File: src/rtl/kanagawa_sim_stall_monitor_if.sv
// Stall line plus completed-run report between a stall source and the monitor.
// The master drives the stall line and observes reports; the monitor is the slave.
interface kanagawa_sim_stall_monitor_if #(
  parameter int COUNT_WIDTH = 16
);
  logic                   stalled_in;
  logic                   run_valid;
  logic                   run_is_stall;
  logic [COUNT_WIDTH-1:0] run_len;

  modport master (
    output stalled_in,
    input  run_valid,
    input  run_is_stall,
    input  run_len
  );

  modport slave (
    input  stalled_in,
    output run_valid,
    output run_is_stall,
    output run_len
  );
endinterface

File: src/rtl/kanagawa_sim_stall_monitor.sv
// Stall-line monitor: splits the sampled stall line into stalled and free runs,
// reports each completed run, keeps saturating statistics and raises sticky
// errors when run lengths leave the configured bounds.
module kanagawa_sim_stall_monitor #(
  parameter int COUNT_WIDTH  = 16,
  parameter int MIN_DURATION = 1,
  parameter int MAX_DURATION = 64,
  parameter int MIN_INTERVAL = 1,
  parameter int MAX_INTERVAL = 1024
) (
  input  logic                   clk,
  input  logic                   rst,
  input  logic                   enable,
  input  logic                   clear,
  kanagawa_sim_stall_monitor_if.slave stall_if,
  output logic [COUNT_WIDTH-1:0] burst_count,
  output logic [COUNT_WIDTH-1:0] stall_cycles,
  output logic [COUNT_WIDTH-1:0] max_duration_seen,
  output logic                   duration_err,
  output logic                   interval_err
);

  typedef enum logic [2:0] {
    IDLE,
    STALL_PARTIAL,
    FREE_PARTIAL,
    STALL_FULL,
    FREE_FULL
  } state_e;

  localparam logic [COUNT_WIDTH-1:0] CNT_MAX = '1;
  localparam logic [COUNT_WIDTH-1:0] CNT_ONE = COUNT_WIDTH'(1);

  // A bound at or above the saturation value can never be exceeded by a
  // saturating length, so its overrun check is compiled out.
  localparam bit DUR_OVR_EN = (MAX_DURATION < (2 ** COUNT_WIDTH) - 1);
  localparam bit INT_OVR_EN = (MAX_INTERVAL < (2 ** COUNT_WIDTH) - 1);
  localparam logic [COUNT_WIDTH-1:0] DUR_LIMIT = DUR_OVR_EN ? COUNT_WIDTH'(MAX_DURATION) : '0;
  localparam logic [COUNT_WIDTH-1:0] INT_LIMIT = INT_OVR_EN ? COUNT_WIDTH'(MAX_INTERVAL) : '0;

  function automatic logic [COUNT_WIDTH-1:0] sat_inc(input logic [COUNT_WIDTH-1:0] v);
    return (v == CNT_MAX) ? v : v + CNT_ONE;
  endfunction

  state_e                 state_q, state_d;
  logic [COUNT_WIDTH-1:0] cur_len_q, cur_len_d;
  logic                   run_valid_q, run_valid_d;
  logic                   run_is_stall_q, run_is_stall_d;
  logic [COUNT_WIDTH-1:0] run_len_q, run_len_d;
  logic [COUNT_WIDTH-1:0] burst_count_q, burst_count_d;
  logic [COUNT_WIDTH-1:0] stall_cycles_q, stall_cycles_d;
  logic [COUNT_WIDTH-1:0] max_seen_q, max_seen_d;
  logic                   duration_err_q, duration_err_d;
  logic                   interval_err_q, interval_err_d;
  logic                   cur_level;
  logic                   is_full;

  // Next-state and next-statistics computation for one stall-line sample.
  always_comb begin
    // NOTE: every variable gets a default first so no path leaves it unassigned, which would infer a latch.
    state_d        = state_q;
    cur_len_d      = cur_len_q;
    run_valid_d    = 1'b0;
    run_is_stall_d = run_is_stall_q;
    run_len_d      = run_len_q;
    burst_count_d  = burst_count_q;
    stall_cycles_d = stall_cycles_q;
    max_seen_d     = max_seen_q;
    duration_err_d = duration_err_q;
    interval_err_d = interval_err_q;
    cur_level      = (state_q == STALL_PARTIAL) || (state_q == STALL_FULL);
    is_full        = (state_q == STALL_FULL) || (state_q == FREE_FULL);

    if (clear) begin
      // Clear wins over everything, including a run completing this cycle.
      state_d        = IDLE;
      cur_len_d      = '0;
      burst_count_d  = '0;
      stall_cycles_d = '0;
      max_seen_d     = '0;
      duration_err_d = 1'b0;
      interval_err_d = 1'b0;
    end else if (!enable) begin
      // An interrupted run is dropped; statistics and errors hold.
      state_d   = IDLE;
      cur_len_d = '0;
    end else begin
      if (stall_if.stalled_in) begin
        stall_cycles_d = sat_inc(stall_cycles_q);
      end

      if (state_q == IDLE) begin
        // First sample: the run's true start is unknown, so it is partial.
        cur_len_d = CNT_ONE;
        state_d   = stall_if.stalled_in ? STALL_PARTIAL : FREE_PARTIAL;
      end else if (stall_if.stalled_in == cur_level) begin
        // Same level: extend the run and flag an overrun the moment it happens.
        cur_len_d = sat_inc(cur_len_q);
        if (cur_level && DUR_OVR_EN && (cur_len_q == DUR_LIMIT)) begin
          duration_err_d = 1'b1;
        end
        if (!cur_level && INT_OVR_EN && (cur_len_q == INT_LIMIT)) begin
          interval_err_d = 1'b1;
        end
      end else begin
        // Level change: the current run ends; the next one has a known start.
        cur_len_d = CNT_ONE;
        state_d   = stall_if.stalled_in ? STALL_FULL : FREE_FULL;
        if (is_full) begin
          run_valid_d    = 1'b1;
          run_is_stall_d = cur_level;
          run_len_d      = cur_len_q;
          if (cur_level) begin
            burst_count_d = sat_inc(burst_count_q);
            if (cur_len_q > max_seen_q) begin
              max_seen_d = cur_len_q;
            end
            if (64'(cur_len_q) < 64'(MIN_DURATION)) begin
              duration_err_d = 1'b1;
            end
          end else if (64'(cur_len_q) < 64'(MIN_INTERVAL)) begin
            interval_err_d = 1'b1;
          end
        end
      end
    end
  end

  // State, run tracking and registered outputs, with asynchronous reset.
  always_ff @(posedge clk or negedge rst) begin
    if (!rst) begin
      state_q        <= IDLE;
      cur_len_q      <= '0;
      run_valid_q    <= 1'b0;
      run_is_stall_q <= 1'b0;
      run_len_q      <= '0;
      burst_count_q  <= '0;
      stall_cycles_q <= '0;
      max_seen_q     <= '0;
      duration_err_q <= 1'b0;
      interval_err_q <= 1'b0;
    end else begin
      // NOTE: non-blocking assignments so every flop samples pre-edge values regardless of statement order.
      state_q        <= state_d;
      cur_len_q      <= cur_len_d;
      run_valid_q    <= run_valid_d;
      run_is_stall_q <= run_is_stall_d;
      run_len_q      <= run_len_d;
      burst_count_q  <= burst_count_d;
      stall_cycles_q <= stall_cycles_d;
      max_seen_q     <= max_seen_d;
      duration_err_q <= duration_err_d;
      interval_err_q <= interval_err_d;
    end
  end

  assign stall_if.run_valid    = run_valid_q;
  assign stall_if.run_is_stall = run_is_stall_q;
  assign stall_if.run_len      = run_len_q;
  assign burst_count           = burst_count_q;
  assign stall_cycles          = stall_cycles_q;
  assign max_duration_seen     = max_seen_q;
  assign duration_err          = duration_err_q;
  assign interval_err          = interval_err_q;

endmodule

File: src/flat_wrapper.sv
// flat-port wrapper written by rule: the top's interface ports become plain ports
module kanagawa_sim_stall_monitor_flat 
#(
  parameter int COUNT_WIDTH  = 16,
  parameter int MIN_DURATION = 1,
  parameter int MAX_DURATION = 64,
  parameter int MIN_INTERVAL = 1,
  parameter int MAX_INTERVAL = 1024
)
  (clk, rst, enable, clear, burst_count, stall_cycles, max_duration_seen, duration_err, interval_err, stall_if_stalled_in, stall_if_run_valid, stall_if_run_is_stall, stall_if_run_len);
  kanagawa_sim_stall_monitor_if #(.COUNT_WIDTH(COUNT_WIDTH)) stall_if_i ();
  input  logic clk;
  input  logic rst;
  input  logic enable;
  input  logic clear;
  output logic [COUNT_WIDTH-1:0] burst_count;
  output logic [COUNT_WIDTH-1:0] stall_cycles;
  output logic [COUNT_WIDTH-1:0] max_duration_seen;
  output logic duration_err;
  output logic interval_err;
  input wire logic [$bits(stall_if_i.stalled_in)-1:0] stall_if_stalled_in;
  output wire logic [$bits(stall_if_i.run_valid)-1:0] stall_if_run_valid;
  output wire logic [$bits(stall_if_i.run_is_stall)-1:0] stall_if_run_is_stall;
  output wire logic [$bits(stall_if_i.run_len)-1:0] stall_if_run_len;
  assign stall_if_i.stalled_in = stall_if_stalled_in;
  assign stall_if_run_valid = stall_if_i.run_valid;
  assign stall_if_run_is_stall = stall_if_i.run_is_stall;
  assign stall_if_run_len = stall_if_i.run_len;
  kanagawa_sim_stall_monitor #(.COUNT_WIDTH(COUNT_WIDTH), .MIN_DURATION(MIN_DURATION), .MAX_DURATION(MAX_DURATION), .MIN_INTERVAL(MIN_INTERVAL), .MAX_INTERVAL(MAX_INTERVAL)) u_core (.clk(clk), .rst(rst), .enable(enable), .clear(clear), .stall_if(stall_if_i), .burst_count(burst_count), .stall_cycles(stall_cycles), .max_duration_seen(max_duration_seen), .duration_err(duration_err), .interval_err(interval_err));
endmodule
File: config.mk
export PLATFORM = sky130hd
export DESIGN_NAME = kanagawa_sim_stall_monitor_flat
export DESIGN_NICKNAME = d
export VERILOG_FILES = /design/src/rtl/kanagawa_sim_stall_monitor_if.sv /design/src/rtl/kanagawa_sim_stall_monitor.sv /design/src/flat_wrapper.sv
export SDC_FILE = /design/constraint.sdc
export NUM_CORES = 1
export LEC_CHECK = 0
export ABC_CLOCK_PERIOD_IN_PS = 4900
export CAP_MARGIN = 20
export CORE_MARGIN = 2
export CORE_UTILIZATION = 42
export DETAILED_ROUTE_END_ITERATION = 6
export SLEW_MARGIN = 20
export SYNTH_ARGS = -nofsm -noshare
export SYNTH_HDL_FRONTEND = slang
export SYNTH_SLANG_ARGS = --single-unit
File: constraint.sdc
create_clock -name clk -period 4.9 [get_ports clk]
set_clock_uncertainty 0.2 [all_clocks]
set_input_delay 1.47 -clock clk [delete_from_list [all_inputs] [get_ports clk]]
set_output_delay 1.47 -clock clk [all_outputs]
set_load 0.03 [all_outputs]
# Word level (Yosys, flattened, before mapping)
# Cells that the tools add are included.
# word_totals
regBits	87
latch_bits	0
mem_count	0
ramBits	0
inputBits	5
out_inout_bits	68
elab_cells	105
mem_bits_ro	0
# op_classes
n_div	0
n_eq_ne	18
addsub	3
reduce_logical	20
n_shift	0
n_mul	0
n_lt_le_gt_ge	2
n_bitwise	3
muxes	49
# op_table
operator	count
$mux 16	23
$add 16x1->16 const B	3
$eq 16x16->1 const B	3
$reduce_and 6->1	4
$mux 1	20
$eq 16x11->1 const B	1
$eq 16x7->1 const B	1
$gt 16x16->1	1
$lt 16x1->1 const B	1
$mux 3	5
$reduce_bool 2->1	5
$ne 3x3->1 const B	3
$reduce_bool 3->1	3
$ne 2x2->1 const B	4
$ne 5x4->1 const B	1
$reduce_and 5->1	1
$ne 4x3->1 const B	1
$eq 3x1->1 const B	1
$eq 3x2->1 const B	1
$eq 3x3->1 const B	1
$logic_not 3->1	1
$not 1->1	3
$reduce_and 3->1	1
$logic_and 1x1->1	2
4 further kinds	5

# Longest topological paths before layout
# depth
ltp_word	9
ltp_mapped	9
depth_no_buf	7

# Worst setup path before layout
# Ideal clock, no wire load.
# synth_timing
path_type	input to register
from	in clear
to	reg u_core.run_len_q[5] (netlist: u_core.stall_if.run_len[5])
path_buffers	4
setup_slack_ns	1.863
stages	7
setup_ns	0.125
arrival_ns	2.712
required_ns	4.575
cell_sequence	buf_2 nand2b_1 clkbuf_1 or2_1 buf_6 buf_6 mux2_4
# synth_via
elab_chain_len	2
# synth_rtl
item	line	text
from (decl)	flat_wrapper.sv:15	input logic clear;
$not 1->1 (no line)	n/a	
$reduce_and 5->1 (no line)	n/a	
to (signal assigned)	kanagawa_sim_stall_monitor.sv:148	run_len_q <= run_len_d;
to (decl)	kanagawa_sim_stall_monitor.sv:49	logic [COUNT_WIDTH-1:0] run_len_q, run_len_d;
# Every way passes these cells.
# A chain may end at the register's enable or synchronous reset.

# Worst setup path in the final report
# layout_timing
from	in stall_if_stalled_in
to	reg u_core.stall_cycles_q[15] (netlist: u_core.stall_cycles[15])
# layout_via
elab_chain_len	2
# layout_rtl
item	line	text
from (decl)	flat_wrapper.sv:21	input wire logic [$bits(stall_if_i.stalled_in)-1:0] stall_if_stalled_in;
$reduce_bool 2->1 (no line)	n/a	
$reduce_and 3->1 (no line)	n/a	
to (signal assigned)	kanagawa_sim_stall_monitor.sv:150	stall_cycles_q <= stall_cycles_d;
to (decl)	kanagawa_sim_stall_monitor.sv:51	logic [COUNT_WIDTH-1:0] stall_cycles_q, stall_cycles_d;
# Every way passes these cells.

==> results by group <==
Logic synthesis
  • Synth top area cells: dfrtp_1 (45%), ha_1 (5.4%), nand2b_1 (4.5%)
  • Synth warn: 0
  • Cell Area, Synth: 4890 um^2
  • Post-synth EDFFs: 0
  • Yosys cell types: 63
  • Synth Register Bits: 87
  • Top cell type's share of synthesized area: 0.445
  • Post-Syn Instances: roughly 480
  • Leading area contributor after synthesis: dfrtp_1
  • Syn_area_per_cell: 10.1 um^2
  • Asr flop ratio synth: 1.00
  • Post-Syn Nets: 510
  • Ys flop type: dfrtp_1
  • Sequential fraction of the synthesis area: 0.445

Clock tree
  • TritonCTS buffer count: 9
  • Max Buffers Root-to-Sink: 2
  • Post-CTS setup buffer count: 0
  • Sink Count: 87
  • H-tree depth: 3
  • Clock-pin transition on the worst setup and hold timing paths: 0.06 ns
  • Worst-skew pair later-pin latency: 0.34 ns
  • Post-CTS Hold Fix Bufs: 0
  • Resize count post-CTS: 0
  • CTS tree: built
  • Clk root buf: clkbuf_16

Status
  • Status: completed

Timing
  • Count of final max-slew check failures: 0
  • Final setup TNS: 0 ns
  • Slew HR: 0.364
  • Min cycle time layout: ~3.4 ns
  • Worst slew pin tran: around 0.95 ns
  • Final setup fails: 0
  • Final hold vios: 0
  • Period utilization: 0.692
  • Max Fclk: 0.295 GHz
  • RSZ-0062 raised after global routing: no
  • Final hold slack: 0.291 ns

Worst hold path
  • Worst hold path class: reg -> reg
  • Hold Path Sink: u_core.stall_if.run_len[0]$_DFFE_PN0P_
  • Worst Hold Depth: 2
  • Hold Crit Start: u_core.stall_if.run_len[0]$_DFFE_PN0P_

Place
  • Inst Count DP: 684
  • Input/output buffers: 72
  • Hpwl dp: between 7000 and 8000 um
  • DP Area: 5710 um^2
  • Final GP Congestion: 0.780

GRT
  • Congestion Overflow GR: 0
  • Antenna violations before repair: 0
  • Largest net degree at the start of global routing: between 70 and 80
  • Tot GR Track Use: 0.180
  • Number of global-route vias before repair: 3868
  • First-pass GRT wire length: 18100 um

Power
  • Comb power frac: 0.058
  • Clock Power Share: 0.457
  • Leak Pwr: 2.44 nW
  • Tot Pwr: approximately 1.5 mW
  • Sequential share of power: 0.485
  • P_sw: 0.361 mW
  • Pwr Density: approximately 250 nW/um^2
  • Pint: 1.15 mW
  • Sw Ratio: 0.239
  • Worst vdd ir: 0.159 mV

Floorplanning
  • Die Height: roughly 110 um
  • I/O pins: between 70 and 80
  • Die area: about 13000 um^2
  • Core Region: 11400 um^2
  • Die Wd: between 100 and 150 um
  • FP Rows: 39
  • Initial Utilization: 0.430

Critical path
  • Path type of the worst setup path: in -> reg
  • Arrival @ worst endpoint: 3.46 ns
  • Crit path launch type: input port
  • FF-to-FF path depth: 7
  • Reg2Reg Setup Slack: 2.42 ns
  • CP required: around 5.0 ns
  • Worst reg2reg path endpoint: u_core.cur_len_q[0]$_DFFE_PN0P_
  • Worst r2r src: u_core.cur_len_q[1]$_DFFE_PN0P_
  • Endpoint type of the worst setup path: flop
  • Crit-path max FO: 13

Cells and area
  • Design area: 6000 um^2
  • # fillers: 1045
  • Post-route insts no fill: 700
  • Multi-input gate area in the final layout: roughly 2500 um^2
  • Fin nets: 578
  • FF/Latch Area: between 2000 and 2500 um^2
  • Antenna Cells: 0
  • Area grow syn2layout: 22.7%
  • Fraction of layout cells with a size suffix above 1: 0.0969

Route
  • Routed via count: 3784
  • DRT iter0 DRCs: 129
  • DRC viols: 0
  • Routed Antenna Nets: 0
  • Total Wirelength: 10700 um
  • Drt first pass iters: 4
  • DR WL/cell: 15.3 um
  • Vias per std cell: 5.41

Run
  • Max-cap check violation count: 0
## metal layers
metal  vias to the layer above  wire length, um  GRT usage
li1                       1842                -          -
met1                      1845             4920      0.223
met2                        77             5010      0.289
met3                        20              477     0.0446
met4                         0              299     0.0971
met5                         -                0          0
## placed cells by master (no fill, tap or decap), drive strengths merged, types with 6 or more instances in the layout
master / netlist / final
nor3: 6 / 6
clkdlybuf4s50: 0 / 70
nand3: 18 / 18
dfrtp: 87 / 87
a211oi: 7 / 7
a21oi: 27 / 27
nor2: 47 / 47
nand4: 8 / 8
inv: 27 / 28
mux2i: 18 / 18
o211ai: 6 / 6
nand2b: 35 / 35
mux2: 16 / 16
xnor2: 19 / 19
nand2: 27 / 27
xor2: 13 / 13
or3: 8 / 8
clkbuf: 10 / 9
ha: 21 / 21
o21ai: 13 / 13
buf: 10 / 7
## area by class of cell
class	instances	area share
Clock buffer	9	0.0375
Clock inverter	7	0.0119
Inverter	27	0.0169
Multi-Input combinational cell	350	0.416
Sequential cell	87	0.363
Tap cell	143	0.0298
Timing Repair Buffer	77	0.125
## critical path: stages
cell and delay (ns):
clkdlybuf4s50_1 0.73, nand3_1 0.18, nor2_1 0.30, o211ai_2 0.20, or4_1 0.43, a21oi_1 0.14
## stage by stage
step | util | setup WS, ns
floorplan | - | 1.86
global placement | 0.502 | 1.18
detailed placement | 0.502 | 1.12
CTS | 0.528 | 1.49
global route | 0.528 | 1.35
finish | 0.528 | 1.51
## synth_stat cells (3+ instances only)
library cell and n:
a21oi_1 26, mux2_2 11, xor2_1 13, dfrtp_1 87, buf_6 4, and4_1 4, nor3_1 6, or4_1 3
a211oi_1 7, o21ai_0 13, nand2b_1 35, xnor2_1 19, nor2b_1 3, o311ai_0 3, ha_1 21, a2111oi_2 4
clkbuf_1 9, mux2_4 5, nor4_1 3, and3_1 5, nand3_1 16, buf_2 5, o211ai_1 5, or3_1 8
nand2_1 27, inv_1 27, mux2i_1 18, nor2_1 47, nand4_1 7
## logic make-up after synthesis
logic type,count (synthesis),synth area share
flops,87,0.445
simple gates,181,0.202
compound gates,82,0.120
xor+xnor,32,0.0573
fa+ha+maj,21,0.0537
buf+inv,47,0.0445
mux,34,0.0775
## flip-flops by register name (all words and copies together) (netlist names)
signal	flops
u_core.burst_count	16
u_core.cur_len_q	16
u_core.max_duration_seen	16
u_core.stall_cycles	16
u_core.stall_if.run_len	16
u_core.state_q	3
u_core.duration_err	1
u_core.interval_err	1
u_core.stall_if.run_is_stall	1
u_core.stall_if.run_valid	1
## power by group through the flow
stage                     Combinational, mW  Clock [mW]  Sequential (mW)
after global routing                 0.0979       0.744            0.735
after detailed placement             0.0903           0            0.747
after CTS                            0.0905       0.713            0.734
after floorplan                      0.0411           0            0.757
after global placement               0.0891           0            0.747
final                                0.0881       0.692            0.734
## how the worst max path moves through the flow
| stage | start | endpoint | slack, ns | cells after the start |
|---|---|---|---|---|
| 5_1_grt | stall_if_stalled_in | u_core.duration_err$_DFFE_PN0P_ | 1.35 | 5 |
| 2_1_floorplan | clear | u_core.stall_if.run_len[5]$_DFFE_PN0P_ | 1.86 | 7 |
| 6_report | stall_if_stalled_in | u_core.stall_cycles[15]$_DFFE_PN0P_ | 1.51 | 6 |
| 3_3_place_gp | stall_if_stalled_in | u_core.stall_if.run_len[3]$_DFFE_PN0P_ | 1.18 | 6 |
| 3_5_place_dp | stall_if_stalled_in | u_core.stall_if.run_len[10]$_DFFE_PN0P_ | 1.12 | 6 |
| 4_1_cts | stall_if_stalled_in | u_core.stall_if.run_len[10]$_DFFE_PN0P_ | 1.49 | 6 |
Note: power is estimated with default switching activity, not from simulation.
